**config.mk**
```make
export PLATFORM = sky130hd
export DESIGN_NAME = multicycle_control_unit
export DESIGN_NICKNAME = d
export VERILOG_FILES = /design/src/rtl/ctrl_pkg.sv /design/src/rtl/multicycle_control_unit_mem_wait_timer.sv /design/src/rtl/multicycle_control_unit.sv
export SDC_FILE = /design/constraint.sdc
export NUM_CORES = 1
export LEC_CHECK = 0
export ABC_AREA = 1
export BUFFER_PORTS_ARGS = -buffer_cell sky130_fd_sc_hd__buf_2
export CAP_MARGIN = 20
export CORE_UTILIZATION = 44
export DETAILED_ROUTE_END_ITERATION = 7
export PLACE_DENSITY_LB_ADDON = 0.2
export SLEW_MARGIN = 25
export SYNTH_ARGS = -nofsm -noshare
export SYNTH_HDL_FRONTEND = slang
export SYNTH_SLANG_ARGS = --single-unit
```
**constraint.sdc**
```tcl
create_clock -name clk -period 1.3 [get_ports clk]
set_clock_uncertainty 0.1 [all_clocks]
set_input_delay 0.195 -clock clk [delete_from_list [all_inputs] [get_ports clk]]
set_output_delay 0.195 -clock clk [all_outputs]
set_load 0.03 [all_outputs]
```
**src/rtl/ctrl_pkg.sv**
```systemverilog
// Shared encodings for the multi-cycle RV32I control unit: opcodes, FSM states
// and the datapath mux / ALUOp select codes.
package ctrl_pkg;

    localparam logic [6:0] OP_R      = 7'b0110011;
    localparam logic [6:0] OP_I      = 7'b0010011;
    localparam logic [6:0] OP_LOAD   = 7'b0000011;
    localparam logic [6:0] OP_STORE  = 7'b0100011;
    localparam logic [6:0] OP_BRANCH = 7'b1100011;
    localparam logic [6:0] OP_JAL    = 7'b1101111;

    typedef enum logic [3:0] {
        S_IDLE     = 4'd0,
        S_FETCH    = 4'd1,
        S_DECODE   = 4'd2,
        S_EXEC_R   = 4'd3,
        S_EXEC_I   = 4'd4,
        S_WB_ALU   = 4'd5,
        S_MEM_ADDR = 4'd6,
        S_MEM_RD   = 4'd7,
        S_WB_MEM   = 4'd8,
        S_MEM_WR   = 4'd9,
        S_BRANCH   = 4'd10,
        S_JAL      = 4'd11,
        S_TRAP     = 4'd12
    } state_t;

    localparam logic [1:0] ALUOP_ADD    = 2'b00;
    localparam logic [1:0] ALUOP_SUB    = 2'b01;
    localparam logic [1:0] ALUOP_RFUNCT = 2'b10;
    localparam logic [1:0] ALUOP_IFUNCT = 2'b11;

    localparam logic [1:0] MEMTOREG_ALU = 2'b00;
    localparam logic [1:0] MEMTOREG_MDR = 2'b01;
    localparam logic [1:0] MEMTOREG_PC  = 2'b10;

    localparam logic [1:0] SRCA_PC    = 2'b00;
    localparam logic [1:0] SRCA_RS1   = 2'b01;
    localparam logic [1:0] SRCA_OLDPC = 2'b10;

    localparam logic [1:0] SRCB_RS2  = 2'b00;
    localparam logic [1:0] SRCB_FOUR = 2'b01;
    localparam logic [1:0] SRCB_IMM  = 2'b10;

    // States that hold a memory request open and wait on mem_ready.
    function automatic logic is_wait_state(input state_t s);
        return (s == S_FETCH) || (s == S_MEM_RD) || (s == S_MEM_WR);
    endfunction

endpackage

```
**src/rtl/multicycle_control_unit_mem_wait_timer.sv**
```systemverilog
// Consecutive wait-cycle counter shared by every memory wait state; flags
// expiry when the limit is reached while memory is still not ready.
module mem_wait_timer
    import ctrl_pkg::*;
#(
    parameter int TIMEOUT = 15
) (
    input  logic clk,
    input  logic rst_n,
    input  logic active,
    input  logic mem_ready,
    output logic expired
);

    localparam int CW = (TIMEOUT > 0) ? $clog2(TIMEOUT + 1) : 1;
    localparam logic [CW-1:0] LIMIT = CW'(TIMEOUT);

    logic [CW-1:0] count;

    // Leaving a wait state or completing the access resets the count, so each
    // wait state starts from zero on entry.
    always_ff @(posedge clk or negedge rst_n) begin
        if (!rst_n) begin
            count <= '0;
        end else if (!active || mem_ready) begin
            count <= '0;
        end else if (count != LIMIT) begin
            count <= count + CW'(1);
        end
    end

    assign expired = (TIMEOUT != 0) && active && !mem_ready && (count == LIMIT);

endmodule

```
**src/rtl/multicycle_control_unit.sv**
```systemverilog
// Multi-cycle RV32I main control FSM (fetch/decode/execute/memory/writeback).
// Optional build macro ILLEGAL_TRAP_EN: unknown opcodes trap instead of acting as NOP.
module multicycle_control_unit
    import ctrl_pkg::*;
#(
    parameter int OPCODE_W = 7,
    parameter int ALUOP_W  = 2,
    parameter int TIMEOUT  = 15
) (
    input  logic                clk,
    input  logic                rst_n,
    input  logic [OPCODE_W-1:0] Opcode,
    input  logic                mem_ready,
    output logic                PCWrite,
    output logic                Branch,
    output logic                IorD,
    output logic                IRWrite,
    output logic                MemRead,
    output logic                MemWrite,
    output logic [1:0]          MemtoReg,
    output logic                Regwrite,
    output logic [1:0]          ALUSrcA,
    output logic [1:0]          ALUSrcB,
    output logic [ALUOP_W-1:0]  ALUOp,
    output logic                PCSource,
    output logic                instr_done,
    output logic                timeout_err,
    output logic                illegal_op
);

    state_t state;
    state_t next_state;

    logic wait_active;
    logic timer_expired;
    logic is_r;
    logic is_i;
    logic is_load;
    logic is_store;
    logic is_branch;
    logic is_jal;
    logic set_timeout;

    assign is_r      = (Opcode == OPCODE_W'(OP_R));
    assign is_i      = (Opcode == OPCODE_W'(OP_I));
    assign is_load   = (Opcode == OPCODE_W'(OP_LOAD));
    assign is_store  = (Opcode == OPCODE_W'(OP_STORE));
    assign is_branch = (Opcode == OPCODE_W'(OP_BRANCH));
    assign is_jal    = (Opcode == OPCODE_W'(OP_JAL));

    assign wait_active = is_wait_state(state);
    assign set_timeout = timer_expired;

    mem_wait_timer #(
        .TIMEOUT(TIMEOUT)
    ) u_timer (
        .clk      (clk),
        .rst_n    (rst_n),
        .active   (wait_active),
        .mem_ready(mem_ready),
        .expired  (timer_expired)
    );

    always_ff @(posedge clk or negedge rst_n) begin
        if (!rst_n) begin
            state <= S_IDLE;
        end else begin
            state <= next_state;
        end
    end

    always_ff @(posedge clk or negedge rst_n) begin
        if (!rst_n) begin
            timeout_err <= 1'b0;
        end else if (set_timeout) begin
            timeout_err <= 1'b1;
        end
    end

`ifdef ILLEGAL_TRAP_EN
    logic set_illegal;

    always_ff @(posedge clk or negedge rst_n) begin
        if (!rst_n) begin
            illegal_op <= 1'b0;
        end else if (set_illegal) begin
            illegal_op <= 1'b1;
        end
    end
`else
    assign illegal_op = 1'b0;
`endif

    // Moore decode of the control word; only the wait states look at mem_ready
    // to qualify the loads and the completion pulse.
    always_comb begin
        next_state = state;
        PCWrite    = 1'b0;
        Branch     = 1'b0;
        IorD       = 1'b0;
        IRWrite    = 1'b0;
        MemRead    = 1'b0;
        MemWrite   = 1'b0;
        MemtoReg   = MEMTOREG_ALU;
        Regwrite   = 1'b0;
        ALUSrcA    = SRCA_PC;
        ALUSrcB    = SRCB_RS2;
        ALUOp      = ALUOP_W'(ALUOP_ADD);
        PCSource   = 1'b0;
        instr_done = 1'b0;
`ifdef ILLEGAL_TRAP_EN
        set_illegal = 1'b0;
`endif

        case (state)
            S_IDLE: begin
                next_state = S_FETCH;
            end

            S_FETCH: begin
                MemRead = 1'b1;
                ALUSrcB = SRCB_FOUR;
                if (mem_ready) begin
                    IRWrite    = 1'b1;
                    PCWrite    = 1'b1;
                    next_state = S_DECODE;
                end else if (timer_expired) begin
                    next_state = S_TRAP;
                end
            end

            // ALUOut captures oldPC + imm here so BRANCH/JAL can use it later.
            S_DECODE: begin
                ALUSrcA = SRCA_OLDPC;
                ALUSrcB = SRCB_IMM;
                if (is_r) begin
                    next_state = S_EXEC_R;
                end else if (is_i) begin
                    next_state = S_EXEC_I;
                end else if (is_load || is_store) begin
                    next_state = S_MEM_ADDR;
                end else if (is_branch) begin
                    next_state = S_BRANCH;
                end else if (is_jal) begin
                    next_state = S_JAL;
                end else begin
`ifdef ILLEGAL_TRAP_EN
                    set_illegal = 1'b1;
                    next_state  = S_TRAP;
`else
                    instr_done  = 1'b1;
                    next_state  = S_FETCH;
`endif
                end
            end

            S_EXEC_R: begin
                ALUSrcA    = SRCA_RS1;
                ALUSrcB    = SRCB_RS2;
                ALUOp      = ALUOP_W'(ALUOP_RFUNCT);
                next_state = S_WB_ALU;
            end

            S_EXEC_I: begin
                ALUSrcA    = SRCA_RS1;
                ALUSrcB    = SRCB_IMM;
                ALUOp      = ALUOP_W'(ALUOP_IFUNCT);
                next_state = S_WB_ALU;
            end

            S_WB_ALU: begin
                Regwrite   = 1'b1;
                MemtoReg   = MEMTOREG_ALU;
                instr_done = 1'b1;
                next_state = S_FETCH;
            end

            S_MEM_ADDR: begin
                ALUSrcA    = SRCA_RS1;
                ALUSrcB    = SRCB_IMM;
                next_state = is_load ? S_MEM_RD : S_MEM_WR;
            end

            S_MEM_RD: begin
                MemRead = 1'b1;
                IorD    = 1'b1;
                if (mem_ready) begin
                    next_state = S_WB_MEM;
                end else if (timer_expired) begin
                    next_state = S_TRAP;
                end
            end

            S_WB_MEM: begin
                Regwrite   = 1'b1;
                MemtoReg   = MEMTOREG_MDR;
                instr_done = 1'b1;
                next_state = S_FETCH;
            end

            S_MEM_WR: begin
                MemWrite = 1'b1;
                IorD     = 1'b1;
                if (mem_ready) begin
                    instr_done = 1'b1;
                    next_state = S_FETCH;
                end else if (timer_expired) begin
                    next_state = S_TRAP;
                end
            end

            S_BRANCH: begin
                ALUSrcA    = SRCA_RS1;
                ALUSrcB    = SRCB_RS2;
                ALUOp      = ALUOP_W'(ALUOP_SUB);
                Branch     = 1'b1;
                PCSource   = 1'b1;
                instr_done = 1'b1;
                next_state = S_FETCH;
            end

            // PC was already advanced to PC+4 in FETCH, so it is the link value.
            S_JAL: begin
                PCWrite    = 1'b1;
                PCSource   = 1'b1;
                Regwrite   = 1'b1;
                MemtoReg   = MEMTOREG_PC;
                instr_done = 1'b1;
                next_state = S_FETCH;
            end

            S_TRAP: begin
                next_state = S_TRAP;
            end

            default: begin
                next_state = S_IDLE;
            end
        endcase
    end

endmodule

```
---- Yosys cells after proc, flatten, opt, wreduce, memory -nomap -nowiden ----
Index checks and enable logic that the tools add are counted.
word-level totals
  bits in registers ....................... 9
  ROM bits ................................ 0
  logic and storage cells ................. 75
  latch bits .............................. 0
  input port bits ......................... 10
  memories kept ........................... 0
  output and inout port bits .............. 19
  memory bits (writable) .................. 0
operators by class
  div/mod/pow operators ................... 0
  multiplexer cells ....................... 32
  $add $sub $neg .......................... 1
  eq/ne operators ......................... 20
  shift-type cells ........................ 0
  bitwise logic cells ..................... 0
  $lt $le $gt $ge ......................... 0
  reductions and logical operators ........ 19
  multipliers ............................. 0
operator list
  cell                                                              count
  4-bit two-way mux                                                 12
  4-bit one-hot mux with 8 select lines                             1
  4-bit == test (second input constant)                             6
  4-bit by 3-bit == test with 1-bit output (second input constant)  4
  7-bit by 6-bit == test with 1-bit output (second input constant)  2
  7-bit == test (second input constant)                             2
  1-bit two-way mux                                                 13
  2-bit one-hot mux with 2 select lines                             3
  4-bit by 2-bit == test with 1-bit output (second input constant)  2
  2-bit OR reduction                                                4
  4-bit OR reduction                                                2
  7-bit by 2-bit == test with 1-bit output (second input constant)  1
  7-bit by 5-bit == test with 1-bit output (second input constant)  1
  2-bit one-hot mux with 3 select lines                             1
  3-bit OR reduction                                                2
  5-bit OR reduction                                                1
  4-bit by 1-bit adder with 4-bit output (second input constant)    1
  4-bit by 1-bit == test with 1-bit output (second input constant)  1
  4-bit logical NOT                                                 1
  1-bit logical OR                                                  4
  4-bit inequality test (second input constant)                     1
  1-bit one-hot mux with 3 select lines                             1
  1-bit logical AND                                                 2
  1-bit logical NOT                                                 2
  other kinds (2)                                                   2

---- Depth between registers and ports, before layout ----
Gate-level depths: netlist (run 1).
  word-level depth ........................ 8
  gate-level depth with buffers ........... 9
  depth with buffers taken out ............ 9

---- Cells and area by module ----
From an unflattened synthesis (run 1), not the netlist that was laid out.
unflattened totals
  cell total of the unflattened synthesis .. 159
  area, all modules ....................... 928.4 um2
modules (own cells, without submodules)
  module                   area each (um2)  sequential area each (um2)  cells an instance  times used
  multicycle_control_unit  696.9            125.1                       129                1
  mem_wait_timer           231.5            100.1                       30                 1

---- Worst setup path after synthesis (run 1) ----
Ideal clock, no wire load.
  kind .................................... flip-flop to output port
  from .................................... register state[3]
  to ...................................... output ALUSrcA[0]
  buffers on the path ..................... 0
  data required time ...................... 1.005 ns
  arrival time ............................ 1.566 ns
  slack ................................... -0.561 ns
  stages on the path, launching flop included .. 7
  path through ............................ dfrtp_1 inv_2 nor2_2 inv_1 nor2_1 inv_1 nand3_1
on the way
  cells in the longest elaborated chain, start to end .. 3
  elaborated cells on any way between the ends .. 7
  classes of those cells .................. 5 x eq/ne; 1 x mux; 1 x reduce/logical
RTL lines
  item                                       line                            text
  start, declared                            multicycle_control_unit.sv:31   state_t state;
  start signal, assigned                     multicycle_control_unit.sv:68   state <= next_state;
  4-bit == test (tied with other cells)      multicycle_control_unit.sv:115  case (state)
  4-bit OR reduction (no line)               n/a
  2-bit one-hot mux with 2 select lines (*)  multicycle_control_unit.sv:115
  end, declared                              multicycle_control_unit.sv:22   output logic [1:0] ALUSrcA,
Mark *: on every way between the ends. The rest lies on a longest branch, timed or not.

---- Worst setup path after layout (run 1) ----
  from .................................... register state[2]
  to ...................................... output instr_done
on the way
  cells in the longest elaborated chain, start to end .. 3
  elaborated cells on any way between the ends .. 8
  classes of those cells .................. 6 x eq/ne; 1 x mux; 1 x reduce/logical
RTL lines
  item                                                                       line                            text
  4-bit == test or 4-bit by 3-bit == test with 1-bit output (tied branches)  multicycle_control_unit.sv:115
  4-bit OR reduction (no line)                                               n/a
  1-bit one-hot mux with 3 select lines (*)                                  multicycle_control_unit.sv:115
  end, declared                                                              multicycle_control_unit.sv:26   output logic instr_done,
Marks and branches as above.

==> qor.csv, run 1 <==
metric,value,unit
Arrival @ worst endpoint,1.61,ns
FMAX,0.525,GHz
asr flop ratio synth,100,%
Crit Path Max Fanout,3,
CTS sink count,9,
Layout Nets,217,
synth warn,0,
capture point of the worst reg-to-reg path,state[0],
"EDFF count, synth",0,
CP Cell Sequence,"buf_6, nor2_4, nand2_1, nand2_1, nor2_2, o211ai_1, buf_4",
"wirelength, routed",4.50,mm
largest net degree at the start of global routing,10,
"Worst Setup Slack, final",-0.603,ns
ys flop type,dfrtp_1,
std cell rows,15,
core area,0.00176,mm^2
worst reg2reg startpoint,state[2],
CTS tree,done,
status,"complete, but fails checks",
Yosys cell types,26,
WP buf/inv,2,
GRT Util Overall,30.9,%
HPWL after DPL,2.03,mm
Final setup viols,26,
Hold Crit Class,input pin to asynchronous set/reset pin,
"CTS clk-pin slew, worst paths",0.06,ns
Die Span Y,45.8,um
Design Power,0.00365,W
CP Capture Type,output pin,
violations in the final reports,setup timing,
GPL Wtd Cong,0.940,
most numerous cell in the Yosys netlist,nand2_1,
Synth area leaders,"dfrtp_1 27%, nand2_1 15%, inv_1 10%, nor2_1 7.5%, nand3_1 6.5%",
setup TNS,-9.79,ns
final hold vios,0,
unrepaired setup endpoints after global routing,true,
drt via density,5.94,
Residual DRC,0,
first-pass GRT wire length,4.52,mm
Syn Area/Cell,6.17,um^2
insertion delay to the later sink of the worst-skew pair,0.26,ns
Inserted Clock Buffers,3,
pre-CTS setup slack,-0.318,ns
Critical Path RT,1.00,ns
"Cell Area, Synth",846,um^2
crit-path max cell delay,0.44,ns
ANT nets after route,0,
Area Growth Syn to Fin,94.5,%
crit share post-route,146,%
initial antenna violation count,0,
Power per Cell Area,2220,mW/mm^2
Final min period,1.90,ns
remaining global-route overflow,0,
Worst setup SP type,flip-flop,
CTS max path bufs,2,
H-tree depth,1,
"Seq/Total Area, Yosys",26.6,%
vias,1367,
vias in the first global route,1066,
Setup Crit Path Kind,flip-flop to output pin,
Worst path most repeated cell,nand2_1,
Gate Count Post-Synth,137,
leakage power total,0.911,nW
Die Wd,45.8,um
Synth Register Bits,9,
Synth Net Count,148,
drt wl/cell,19.6,um
# diodes,0,
Commonest cells post-synth,"34 x nand2_1, 23 x inv_1, 17 x nor2_1, 11 x nand3_1, 9 x dfrtp_1",
Yosys top cell area share,26.6,%
Top Ports,29,
die area,0.00210,mm^2
Crit path max-delay family,flip-flops,
flop2flop setup slack,-0.47,ns
max cap viols,0,
First-pass DRT Iterations,4,
Reg2Reg Depth,9,
ratio of cells with drive above 1 in the final layout,58.5,%
critical path's slowest cell,dfrtp_2,
Iter 0 DRT Violations,98,
Port Buffers,27,
cell accounting for the most synthesized area,dfrtp_1,
worst vdd ir,0.00136,V
CTS Root Buffer Type,clkbuf_4,
initial core utilization,47.9,%
Crit. path cell count,7,
Slew Limit Fails,0,
==> state kept, by name, indices dropped and copies added, names as in the netlist <==
signal and count:
u_timer.count 4, timeout_err 1, state 4
==> where the power goes <==
group	leakage, nW	total, W	internal, W	switching [W]
sequential	0.110	0.000496	0.000363	0.000133
clock	0.0150	0.000219	0.000118	0.000101
combinational	0.786	0.00294	0.00120	0.00173
total	0.911	0.00365	0.00168	0.00197
==> per-stage QoR <==
step	instances	hold WS [ns]	cell area [um^2]	util (%)
after CTS	223	0.203	1510	85.7
final	230	0.229	1650	93.3
after global routing	230	0.259	1650	93.3
after floorplan	137	-0.201	935	-
after detailed placement	214	-0.0478	1290	73.0
after global placement	214	-0.0489	1290	73.0
==> layer usage <==
layer  global-route usage, %  part of all wire (%)  vias up
met5                       0                     0        -
met4                    21.8                   9.7        0
met3                    1.98                   9.5       43
met2                    55.8                    47      127
met1                    33.5                    34      633
li1                        -                     -      564
==> what timing repair did <==
action | in CTS | in global routing
hold buffers | 1 | 0
resized for setup | 47 | 24
buffers inserted | 4 | 8
cloned | 0 | 0
endpoints found under the setup margin | 26 | 26
pin swaps | 9 | 6
hold endpoints to repair | 9 | 0
==> how the worst max path moves through the flow <==
| stage | to | slack [ns] | from |
|---|---|---|---|
| after floorplan | instr_done | -0.27 | state[2] |
| after global placement | state[0] | -0.28 | state[0] |
| after detailed placement | state[0] | -0.32 | state[0] |
| after CTS | instr_done | -0.46 | state[2] |
| after global routing | PCWrite | -0.65 | state[0] |
| final | instr_done | -0.60 | state[2] |
==> cells in the final DEF, fill, tap and decap left out, drive strengths merged, types with 2 or more instances in the layout <==
cell type  Yosys  routed
a21oi          6       6
buf            1      64
clkbuf         0       4
dfrtp          9       9
inv           28      27
nand2         39      39
nand3         12      12
nand4          3       3
nor2          23      23
nor3           2       2
o21ai          4       4
==> cell type report <==
type	instances	area (um^2)
inverter	28	121
clock buffer	4	26.3
multi-input combinational	99	683
tap	25	31.3
sequential	9	230
timing repair buffer	65	553
fill	60	119
==> kinds of logic (layout without fill, tap and decap cells) <==
family                   after synthesis  in the layout  share of synthesized area, %
XOR/XNOR                               1              1                          1.04
adder cells (fa/ha/maj)                1              1                          1.48
AO/OA/AOI/OAI                         14             14                          10.5
flip-flops                             9              9                          26.6
buffers and inverters                 29             97                          13.3
AND/OR/NAND/NOR                       82             82                          46.6
other                                  1              1                         0.443
Power figures use the tool's default switching activity.
==> run 2, diff against run 1 <==
CELL_PAD_IN_SITES_DETAIL_PLACEMENT = 2   (was not set)
CELL_PAD_IN_SITES_GLOBAL_PLACEMENT = 2   (was not set)
CORE_UTILIZATION = 26   (was 44)
clock period = 2.3 ns   (was 1.3 ns; I/O delays follow)
==> run 2 against run 1 <==
  * The run now ends clean
  * Worst hold slack improved by 0.12 ns
  * Wire length fell by 39%
  * Utilization down 59 points
  * Critical path type unchanged
==> qor.csv, run 2 (synthesis results as in run 1) <==
metric,value,unit,change
worst setup path start,state[3],,was state[2]
GRT Util Overall,18.0,%,was 30.9%
Hold Crit Class,input pin to flip-flop,,was input pin to asynchronous set/reset pin
Die Wd,59.0,um,was 45.8 um
Seq. cell area,225,um^2,was 230 um^2
FMAX,0.468,GHz,
Post-CTS Setup Inserts,0,,was 4
vias in the first global route,1021,,was 1066
met3 Usage GRT,3.93,%,was 1.98%
GPL Wtd Cong,0.737,,was 0.940
Slew Limit Fails,0,,unchanged
Top Ports,29,,unchanged
unrepaired setup endpoints after global routing,false,,was true
Die Span Y,59.0,um,was 45.8 um
CP Cell Sequence,"nor2_2, nand2_1, inv_2, nand3_1, o211ai_1, buf_2",,"was buf_6, nor2_4, nand2_1, nand2_1, nor2_2, o211ai_1, buf_4"
H-tree depth,1,,unchanged
placed cells,207,,was 214
"Worst Setup Slack, final",0.162,ns,was -0.603 ns
Layout Nets,180,,was 217
insertion delay to the later sink of the worst-skew pair,0.27,ns,was 0.26 ns
Worst setup SP type,flip-flop,,unchanged
HPWL after DPL,2.36,mm,was 2.03 mm
max cap viols,0,,unchanged
Area Growth Syn to Fin,25.9,%,was 94.5%
vias,999,,was 1367
Final min period,2.14,ns,
hold slack,0.350,ns,was 0.229 ns
drt wl/cell,12.9,um,was 19.6 um
multi-input logic area,508,um^2,was 683 um^2
CTS Root Buffer Type,clkbuf_4,,unchanged
Final setup viols,0,,was 26
CTS tree,done,,unchanged
die area,0.00349,mm^2,was 0.00210 mm^2
First-pass DRT Iterations,3,,was 4
Power per Cell Area,1160,mW/mm^2,was 2220 mW/mm^2
largest net degree at the start of global routing,10,,unchanged
crit share post-route,92.9,%,
std cell rows,20,,was 15
initial antenna violation count,0,,unchanged
most frequent cells in the layout,"34 x nand2_1, 27 x buf_2, 23 x inv_1",,"was 29 x buf_4, 27 x nand2_1, 24 x buf_6"
Top Usage Layer GRT,met2,,unchanged
remaining global-route overflow,0,,unchanged
setup TNS,0,ns,was -9.79 ns
first-pass GRT wire length,4.63,mm,was 4.52 mm
ratio of cells with drive above 1 in the final layout,30.4,%,was 58.5%
Inserted Clock Buffers,3,,unchanged
initial core utilization,27.5,%,was 47.9%
fillers,402,,was 60
WP buf/inv,2,,unchanged
Critical Path RT,1.86,ns,was 1.00 ns
Crit Path Max Fanout,5,,was 3
# diodes,0,,unchanged
Port Buffers,27,,unchanged
met1 Use GR,20.6,%,was 33.5%
Post-Layout Cell Count,212,,was 230
"most common cell after layout, fill and taps aside",nand2_1,,was buf_4
critical path's slowest cell,dfrtp_1,,was dfrtp_2
status,"complete, no violations",,"was complete, but fails checks"
CTS sink count,9,,unchanged
CTS max path bufs,2,,unchanged
Setup Crit Path Kind,flip-flop to output pin,,unchanged
post-CTS resize count,0,,was 47
worst vdd ir,0.000398,V,was 0.00136 V
drt via density,4.71,,was 5.94
ANT nets after route,0,,unchanged
Iter 0 DRT Violations,13,,was 98
met2 usage,33.6,%,was 55.8%
Arrival @ worst endpoint,1.69,ns,was 1.61 ns
Design Power,0.00124,W,was 0.00365 W
"CTS clk-pin slew, worst paths",0.07,ns,was 0.06 ns
pre-CTS setup slack,0.424,ns,was -0.318 ns
"wirelength, routed",2.74,mm,was 4.50 mm
biggest regs,"state x4, u_timer.count x4, timeout_err x1",,unchanged
worst reg2reg startpoint,state[3],,was state[2]
Residual DRC,0,,unchanged
CP Capture Type,output pin,,unchanged
critical hold path startpoint,Opcode[5],,
final hold vios,0,,unchanged
Crit path max-delay family,simple AND/OR/NAND/NOR gates,,was flip-flops
core area,0.00308,mm^2,was 0.00176 mm^2
cts hold-fix bufs,1,,unchanged
crit-path max cell delay,0.47,ns,was 0.44 ns
leakage power total,0.649,nW,was 0.911 nW
## run 2: worst paths after layout
kind	end	slack, ns	depth (start not counted)
max in group asynchronous	u_timer.count[2]	1.53	2
min in group asynchronous	state[0]	0.37	2
worst max-delay path	instr_done	0.16	6
worst max register to register	state[0]	0.60	8
worst min register to register	timeout_err	0.38	2
worst min-delay path	state[2]	0.35	4
## run 2: final cells by class
class                      count  share of cell area (%)
clock buffer                   4                    2.47
multi-input combinational     99                    47.7
sequential                     9                    21.2
timing repair buffer          28                    13.6
inverter                      28                    9.87
tap                           44                    5.17
## run 2: per-layer routing
metal / vias up / routed length [um]
li1: 489 / -
met1: 487 / 1090
met2: 19 / 1520
met3: 4 / 82
met4: 0 / 42
met5: - / 0
## run 2: stage by stage
stage	utilization [%]	instance area, um^2
floorplan	-	846
global placement	33.4	1030
detailed placement	33.4	1030
CTS	34.6	1060
global route	34.6	1060
finish	34.6	1060
## run 2: power breakdown
| group | internal, W | switching [W] | leakage, nW |
|---|---|---|---|
| Clock | 0.0000670 | 0.0000594 | 0.0150 |
| Combinational | 0.000237 | 0.000606 | 0.519 |
| Sequential | 0.000199 | 0.0000696 | 0.115 |
## run 2: tightest hold or removal path, cell delays in order
cell     delay, ns
buf_2         0.12
nor2_1        0.05
nand3_1       0.07
nand4_1       0.09
